===== config.mk =====
export PLATFORM = sky130hd
export DESIGN_NAME = serial_add_ctrl
export DESIGN_NICKNAME = d
export VERILOG_FILES = /design/src/rtl/serial_add_ctrl.sv
export SDC_FILE = /design/constraint.sdc
export NUM_CORES = 1
export LEC_CHECK = 0
export BUFFER_PORTS_ARGS = -buffer_cell sky130_fd_sc_hd__buf_2
export CAP_MARGIN = 10
export CORE_MARGIN = 2
export CORE_UTILIZATION = 48
export DETAILED_ROUTE_END_ITERATION = 10
export GPL_ROUTABILITY_DRIVEN = 0
export PLACE_DENSITY = 0.72
export SYNTH_ARGS = -nofsm -noshare
export SYNTH_HDL_FRONTEND = slang
export SYNTH_SLANG_ARGS = --single-unit

===== constraint.sdc =====
create_clock -name clk -period 1.4 [get_ports clk]
set_input_delay 0.14 -clock clk [delete_from_list [all_inputs] [get_ports clk]]
set_output_delay 0.14 -clock clk [all_outputs]
set_load 0.05 [all_outputs]

===== src/rtl/serial_add_ctrl.sv =====
`default_nettype none
// +------------------------------------------------------------------------+
// | Module  : serial_add_ctrl                                              |
// | Brief   : Sequencer for a bit-serial ripple adder. Operands are        |
// |           shifted LSB-first through a one-bit full adder with a carry  |
// |           flop. The serial sum is reassembled into a parallel word.    |
// |           Completion is flagged together with carry-out and signed     |
// |           overflow.                                                    |
// | Options : SERIAL_ADD_CTRL_SUB_EN adds a 'sub' input for A-B.           |
// | Revision: 1.0 - initial release                                        |
// +------------------------------------------------------------------------+
module serial_add_ctrl #(
   parameter int WIDTH = 8,
   parameter int CNT_W = 5
) (
   input  logic             clk,
   input  logic             reset,
   input  logic             start,
   input  logic [WIDTH-1:0] a_in,
   input  logic [WIDTH-1:0] b_in,
   input  logic             cin,
`ifdef SERIAL_ADD_CTRL_SUB_EN
   input  logic             sub,
`endif
   output logic             busy,
   output logic             done,
   output logic [WIDTH-1:0] sum_out,
   output logic             cout,
   output logic             ovf
);

   localparam logic [1:0] ST_IDLE  = 2'd0;
   localparam logic [1:0] ST_SHIFT = 2'd1;
   localparam logic [1:0] ST_DONE  = 2'd2;

   localparam logic [CNT_W-1:0] LAST_BIT = CNT_W'(WIDTH - 1);

   logic [1:0]       state;
   logic [WIDTH-1:0] a_sr;
   logic [WIDTH-1:0] b_sr;
   logic             carry;
   logic [CNT_W-1:0] cnt;

   logic [WIDTH-1:0] b_load;
   logic             c_load;
   logic             sum_bit;
   logic             c_next;
   logic             c_msb_in;

   // Operand B and the initial carry as loaded on an accepted start
   always_comb begin
      b_load = b_in;
      c_load = cin;
`ifdef SERIAL_ADD_CTRL_SUB_EN
      if (sub) begin
         b_load = ~b_in;
         c_load = 1'b1;
      end
`endif
   end

   // One-bit full adder on the current LSBs; during the last bit the
   // carry flop holds the carry into the MSB.
   always_comb begin
      sum_bit  = a_sr[0] ^ b_sr[0] ^ carry;
      c_next   = (a_sr[0] & b_sr[0]) | (a_sr[0] & carry) | (b_sr[0] & carry);
      c_msb_in = carry;
   end

   // Sequencer state, datapath shift registers and result registers
   always_ff @(posedge clk or negedge reset) begin
      if (!reset) begin
         state   <= ST_IDLE;
         a_sr    <= '0;
         b_sr    <= '0;
         carry   <= 1'b0;
         cnt     <= '0;
         sum_out <= '0;
         cout    <= 1'b0;
         ovf     <= 1'b0;
      end else begin
         case (state)
            ST_IDLE: begin
               if (start) begin
                  a_sr    <= a_in;
                  b_sr    <= b_load;
                  carry   <= c_load;
                  cnt     <= '0;
                  sum_out <= '0;
                  state   <= ST_SHIFT;
               end
            end
            ST_SHIFT: begin
               sum_out <= {sum_bit, sum_out[WIDTH-1:1]};
               a_sr    <= a_sr >> 1;
               b_sr    <= b_sr >> 1;
               carry   <= c_next;
               cnt     <= cnt + 1'b1;
               if (cnt == LAST_BIT) begin
                  cout  <= c_next;
                  ovf   <= c_msb_in ^ c_next;
                  state <= ST_DONE;
               end
            end
            ST_DONE: begin
               state <= ST_IDLE;
            end
            default: begin
               state <= ST_IDLE;
            end
         endcase
      end
   end

   // Status flags decoded straight from the state register
   always_comb begin
      busy = (state == ST_SHIFT);
      done = (state == ST_DONE);
   end

endmodule
`default_nettype wire


==> impl_results.md, run 1 <==
- Max IR drop VDD: between 1000 and 1500 uV
- Achievable frequency: about 0.72 GHz
- Hold Violations, Final: 0
- DR DRC count: 0
- RSZ-0062 raised after global routing: true
- Syn_nets: 166
- Syn Area/Cell: approximately 11 um^2
- Depth of the CTS H-tree: 2
- Setup crit end kind: primary output
- Cell Area, Synth: between 1500 and 2000 um^2
- CP most frequent cell: buf_6
- Leakage: roughly 0.98 nW
- Number of port buffers: 31
- Num CTS Buffers: 5
- Avg Vias per Cell: 5.39
- Global-route wire length before repair: between 5000 and 6000 um
- Critical setup path kind: reg2out
- Routed len/inst: between 10 and 15 um
- Row cnt: 20
- Inst Count DP: approximately 230
- Synth cell types: 25
- Clock Skews: 0.00770 ns
- Synth Instances: between 100 and 150
- Die width: around 60 um
- Min cycle time layout: roughly 1.4 ns
- Final setup fails: 0
- Initial Util: 0.507
- CP max-delay cell: dfrtp_2
- Worst-Margin Slew: 0.617 ns
- Clock tree buffer depth: 2
- DRT Wirelength: between 3000 and 4000 um
- Post-layout util: 0.661
- Vias in the first global route: about 1,300
- Initial antenna violation count: 0
- Synth-to-layout area growth: 30.4%
- Clk Latency, worst-skew pair: ~0.34 ns
- Met2 GRT Util: 0.361
- Status: complete, no violations
- # IOs: 32
- Chip Height: around 61 um
- # Max-Cap Violations: 0
- DRT antenna net count: 0
- Seq cells post-synth: 34
- Final nets: 220
- HPWL Detailed: 2320 um
- Crit-path leading delay family: flip-flops
- HP Class: in2reg
- GRT Overall Usage: 0.214
- Root buffer selected by CTS: clkbuf_4
- GR met3 Demand/Resource: 0.0651
- Gr busiest metal: met2
- Final Cycle Share: 0.988
- DRT Pass-1 Iters: 4
- CP Launch Type: flip-flop
- CTS Sinks: 34
- Layout Cells excl Fill: around 240
- Core ar.: 3080 um^2
- M1 GR Usage: 0.264
- 1st-iter DRT viols: 41
- Worst Path Buf+Inv: 2
- Slowest stage delay, CP: approximately 0.47 ns
- Vias: about 1,300
- PD cells: 2150 nW/um^2
- Critical-path cell list: buf_6 -> nor2b_4 -> buf_6
- Largest net degree at the start of global routing: 35
- Reg clk slew, reported paths: around 0.10 ns
- Max-slew violations: 0
- Layout cell share with drive strength beyond 1: 0.367
- ANT cells: 0
- Max_slew headroom: 0.588
- Worst path required time: about 1.3 ns
- Die ar.: roughly 3700 um^2
- Ys Warns: 0
- Crit Path Max Fanout: 14
- Proportion of synthesized chip area in sequential cells: 0.545
- Grt ovf: 0
- Worst path arrival time: 1.24 ns
- CTS tree: done
[synthesized netlist by cell type]
cell type | instances | area, um^2
o21bai_2 | 1 | 11.3
mux2i_1 | 4 | 40.0
and4bb_2 | 1 | 12.5
o22ai_1 | 1 | 6.26
clkinv_2 | 1 | 5.00
nor2b_1 | 11 | 68.8
fa_1 | 1 | 20.0
dfrtp_1 | 34 | 851
a2bb2oi_1 | 4 | 35.0
nand2b_1 | 2 | 12.5
nand2b_2 | 1 | 8.76
xnor2_1 | 1 | 8.76
a22o_1 | 9 | 78.8
a22oi_1 | 14 | 105
clkbuf_1 | 4 | 15.0
o21ai_0 | 21 | 105
mux2_2 | 1 | 11.3
nand2_1 | 10 | 37.5
buf_6 | 1 | 11.3
inv_1 | 5 | 18.8
nand4_1 | 2 | 12.5
and2b_1 | 1 | 7.51
buf_2 | 4 | 20.0
ha_1 | 1 | 12.5
a21oi_1 | 9 | 45.0
[power breakdown]
| group | leakage [nW] | internal, mW | switching, mW |
|---|---|---|---|
| combinational | 0.504 | 0.918 | 1.22 |
| sequential | 0.443 | 1.37 | 0.299 |
| clock | 0.0353 | 0.243 | 0.318 |
| total | 0.982 | 2.53 | 1.84 |
[per-layer routing]
| metal | part of all wire | wire [um] |
|---|---|---|
| met1 | 0.46 | 1560 |
| met2 | 0.49 | 1650 |
| met3 | 0.045 | 154 |
| met4 | 0.012 | 42 |
| met5 | 0 | 0 |
[stage by stage]
stage	hold slack [ns]	power, mW	setup TNS, ns	area [um^2]	worst slack, ns
finish	0.0812	4.37	0	2030	0.0165
global route	0.0961	4.69	-0.115	2030	-0.0241
CTS	0.0822	4.34	0	2000	0.00983
detailed placement	0.193	3.60	0	1860	0.0149
global placement	0.187	3.51	0	1860	0.0536
floorplan	-0.156	3.01	0	1570	0.0252
[sequential cells by signal (all words and copies together) (netlist names)]
name,cells
a_sr,8
b_sr,8
sum_out,8
cnt,5
state,2
c_msb_in,1
cout,1
ovf,1
[worst paths after layout]
kind / from / to / slack, ns / depth (start not counted)
setup / recovery: state[0]$_DFFE_PN0P_ / done / 0.02 / 3
hold / removal: a_in[3] / a_sr[3]$_DFFE_PN0P_ / 0.08 / 3
setup reg to reg: cnt[0]$_DFFE_PN0P_ / ovf$_DFFE_PN0P_ / 0.04 / 4
hold reg to reg: b_sr[4]$_DFFE_PN0P_ / b_sr[4]$_DFFE_PN0P_ / 0.49 / 2
max in group asynchronous: reset / state[0]$_DFFE_PN0P_ / 0.72 / 3
min in group asynchronous: reset / b_sr[3]$_DFFE_PN0P_ / 0.35 / 3
[tightest hold or removal path: cells and delay by family]
| family | cells | cell delay [ns] |
|---|---|---|
| AOI/OAI and AO/OA | 2 | 0.16 |
| buffers and inverters | 1 | 0.08 |
[kinds of logic after synthesis]
group,after synthesis,share of synthesized area
XOR/XNOR,1,0.00561
AND/OR/NAND/NOR,28,0.103
flip-flops,34,0.545
AO/OA/AOI/OAI,59,0.248
multiplexers,5,0.0329
buffers and inverters,15,0.0449
adder cells (fa/ha/maj),2,0.0208
[area by class of cell]
| type | instances | area, um^2 |
|---|---|---|
| clock inverter | 1 | 5.00 |
| sequential | 34 | 852 |
| fill | 259 | 1040 |
| inverter | 6 | 27.5 |
| timing repair buffer | 56 | 378 |
| clock buffer | 7 | 55.1 |
| tap | 44 | 55.1 |
| multi-input combinational | 95 | 662 |
[cells in the final DEF (no fill, tap or decap), types with 2 or more instances in the layout]
master      n
dfrtp_1    33
buf_2      29
buf_4      22
o21ai_0    21
a22oi_1    14
a22o_1      9
nor2b_1     9
a21oi_1     9
nand2_1     9
inv_1       5
clkbuf_4    5
mux2i_1     4
a2bb2oi_1   4
nand2b_1    2
nand4_1     2
buf_6       2
[repair_timing]
item / in CTS / in global routing
buffers inserted: 6 / 3
pin swaps: 0 / 0
gates resized for setup: 8 / 4
hold buffers: 1 / 0
setup endpoints to repair: 2 / 11
endpoints found under the hold margin: 34 / 0
Note: power is estimated with default switching activity, not from simulation.
==> run 2, diff against run 1 <==
--- a/config.mk
+++ b/config.mk
@@ -12,6 +12,7 @@
 export DETAILED_ROUTE_END_ITERATION = 10
 export GPL_ROUTABILITY_DRIVEN = 0
 export PLACE_DENSITY = 0.72
+export SETUP_SLACK_MARGIN = 0.2
 export SYNTH_ARGS = -nofsm -noshare
 export SYNTH_HDL_FRONTEND = slang
 export SYNTH_SLANG_ARGS = --single-unit
==> constraint.sdc (replaced) <==
create_clock -name clk -period 1.21 [get_ports clk]
set_input_delay 0.121 -clock clk [delete_from_list [all_inputs] [get_ports clk]]
set_output_delay 0.121 -clock clk [all_outputs]
set_load 0.05 [all_outputs]
==> run 2 against run 1 <==
Effect of this change:
- the run now ends with setup timing left
- largest cell class unchanged
- first-iteration DRC count grew 90%
- hold slack worse by 0.043 ns
- power increased by 66%
- non-clock buffer count up 32
==> impl_results.md, run 2 (synthesis gave the netlist of run 1 again) <==
- # IOs: 32
- Layout cell share with drive strength beyond 1: 0.584
- Min cycle time layout: approximately 1.4 ns
- Core ar.: roughly 3000 um^2
- 1st-iter DRT viols: 78
- RSZ-0062 raised after global routing: true
- PD cells: around 2700 nW/um^2
- Final nets: 252
- Violated checks: setup timing
- Setup TNS: -1.73 ns
- Setup crit end kind: flip-flop
- Initial antenna violation count: 0
- R2r setup slk: -0.15 ns
- Clock tree buffer depth: 2
- Row cnt: 20
- Max_slew headroom: 0.728
- Max IR drop VDD: 1460 uV
- Synth-to-layout area growth: 70.5%
- Final setup fails: 27
- Number of port buffers: 31
- Die width: slightly above 60 um
- Max-slew violations: 0
- Global-route wire length before repair: roughly 7300 um
- Status: finished, violations left
- DRT Wirelength: approximately 5100 um
- CTS tree: done
- Die ar.: around 3700 um^2
- ANT cells: 0
- Chip Height: roughly 60 um
- Routed len/inst: roughly 19 um
- DR DRC count: 0
- Most frequent cells in the layout: 38 x buf_4, 33 x dfrtp_1, 24 x buf_6, 19 x buf_2, 16 x o21ai_1
- Achievable frequency: 0.738 GHz
- Crit Path Max Fanout: 2
- HPWL Detailed: 2570 um
- Largest registers: a_sr: 8 flops, b_sr: 8 flops, sum_out: 8 flops
- Most common cell after layout, fill and taps aside: buf_4
- Depth of the CTS H-tree: 2
- Worst path required time: between 1 and 1.5 ns
- Final Cell Area: about 2700 um^2
- DRT antenna net count: 0
- CTS Sinks: 34
- WHS: about 0.038 ns
- Vias in the first global route: about 1,600
- Grt ovf: 0
- DRT Pass-1 Iters: 4
- Clock Skews: 0.00396 ns
- Avg Vias per Cell: between 5 and 6
- Root buffer selected by CTS: clkbuf_4
- Initial Util: 0.507
- Hold Violations, Final: 0
- Leakage: 1.30 nW
- Multi-input gate area: 821 um^2
- Critical setup path kind: reg2reg
- Worst path arrival time: 1.59 ns
- Vias: roughly 1,500
- Reg clk slew, reported paths: 0.12 ns
- Post-layout util: 0.864
- # fillers: roughly 150
- # Max-Cap Violations: 0
- Num CTS Buffers: 5
- HP Class: in2reg
- Final Cycle Share: 1.12
- Setup WS post-layout: -0.146 ns
- GRT Overall Usage: 0.278
- Largest net degree at the start of global routing: 18
- Clk Latency, worst-skew pair: 0.34 ns
- Worst-Margin Slew: 0.408 ns
- CP Launch Type: flip-flop
- DP Area: 2040 um^2
- Seq. cell area: ~850 um^2
-- run 2: cell types whose count changed in the layout (fill, tap and decap cells not counted), moves of 3 or more --
cell and change:
a22oi_1 -9, a22oi_2 +9, buf_12 +3, buf_2 -10
buf_4 +16, buf_6 +22, nand2_1 -7, nand2_4 +5
o21ai_0 -21, o21ai_1 +16, o21ai_2 +5
-- run 2: final timing paths --
kind / endpoint / start / cells after the start
setup / recovery: ovf$_DFFE_PN0P_ / cnt[1]$_DFFE_PN0P_ / 4
hold / removal: a_sr[5]$_DFFE_PN0P_ / a_in[5] / 3
setup reg to reg: ovf$_DFFE_PN0P_ / cnt[1]$_DFFE_PN0P_ / 4
hold reg to reg: cnt[4]$_DFFE_PN0P_ / cnt[4]$_DFFE_PN0P_ / 1
max in group asynchronous: sum_out[0]$_DFFE_PN0P_ / reset / 3
min in group asynchronous: sum_out[6]$_DFFE_PN0P_ / reset / 2
-- run 2: metrics by stage --
stage	power (mW)	cells	setup slack, ns
after floorplan	3.78	144	-0.0855
after global placement	4.50	239	-0.0765
after detailed placement	4.62	239	-0.120
after CTS	6.84	271	-0.117
after global routing	7.61	275	-0.200
final	7.26	275	-0.146
-- run 2: worst max-delay path, cell delays in order, from the launching register on --
cell and delay [ns]:
dfrtp_1 0.42, ha_2 0.18, and4bb_2 0.26, nand2_2 0.09, mux2_4 0.31
-- run 2: final cells by class --
cell class,instances,share of cell area
Tap cell,44,0.0207
Clock buffer,5,0.0141
Sequential cell,34,0.320
Timing Repair Buffer,88,0.297
Multi-Input combinational cell,95,0.309
Clock inverter,3,0.0259
Inverter,6,0.0132
-- run 2: routing by layer --
metal / routed length [um] / global-route usage
met3: 265 / 0.0693
met2: 2720 / 0.504
met1: 1960 / 0.319
met5: 0 / 0
met4: 206 / 0.0963
-- run 2: repair_timing --
item                       CTS  global route
setup endpoints to repair   46            46
cloned                       2             0
pin swaps                   21             7
resized for setup           62            16
hold buffers                 1             0
buffers inserted            21             4
hold endpoints to repair    15             0
-- run 2: where the power goes --
| part | internal, mW | switching, mW |
|---|---|---|
| registers | 1.58 | 0.413 |
| logic | 2.13 | 2.05 |
| clock network | 0.646 | 0.435 |
| total | 4.36 | 2.89 |
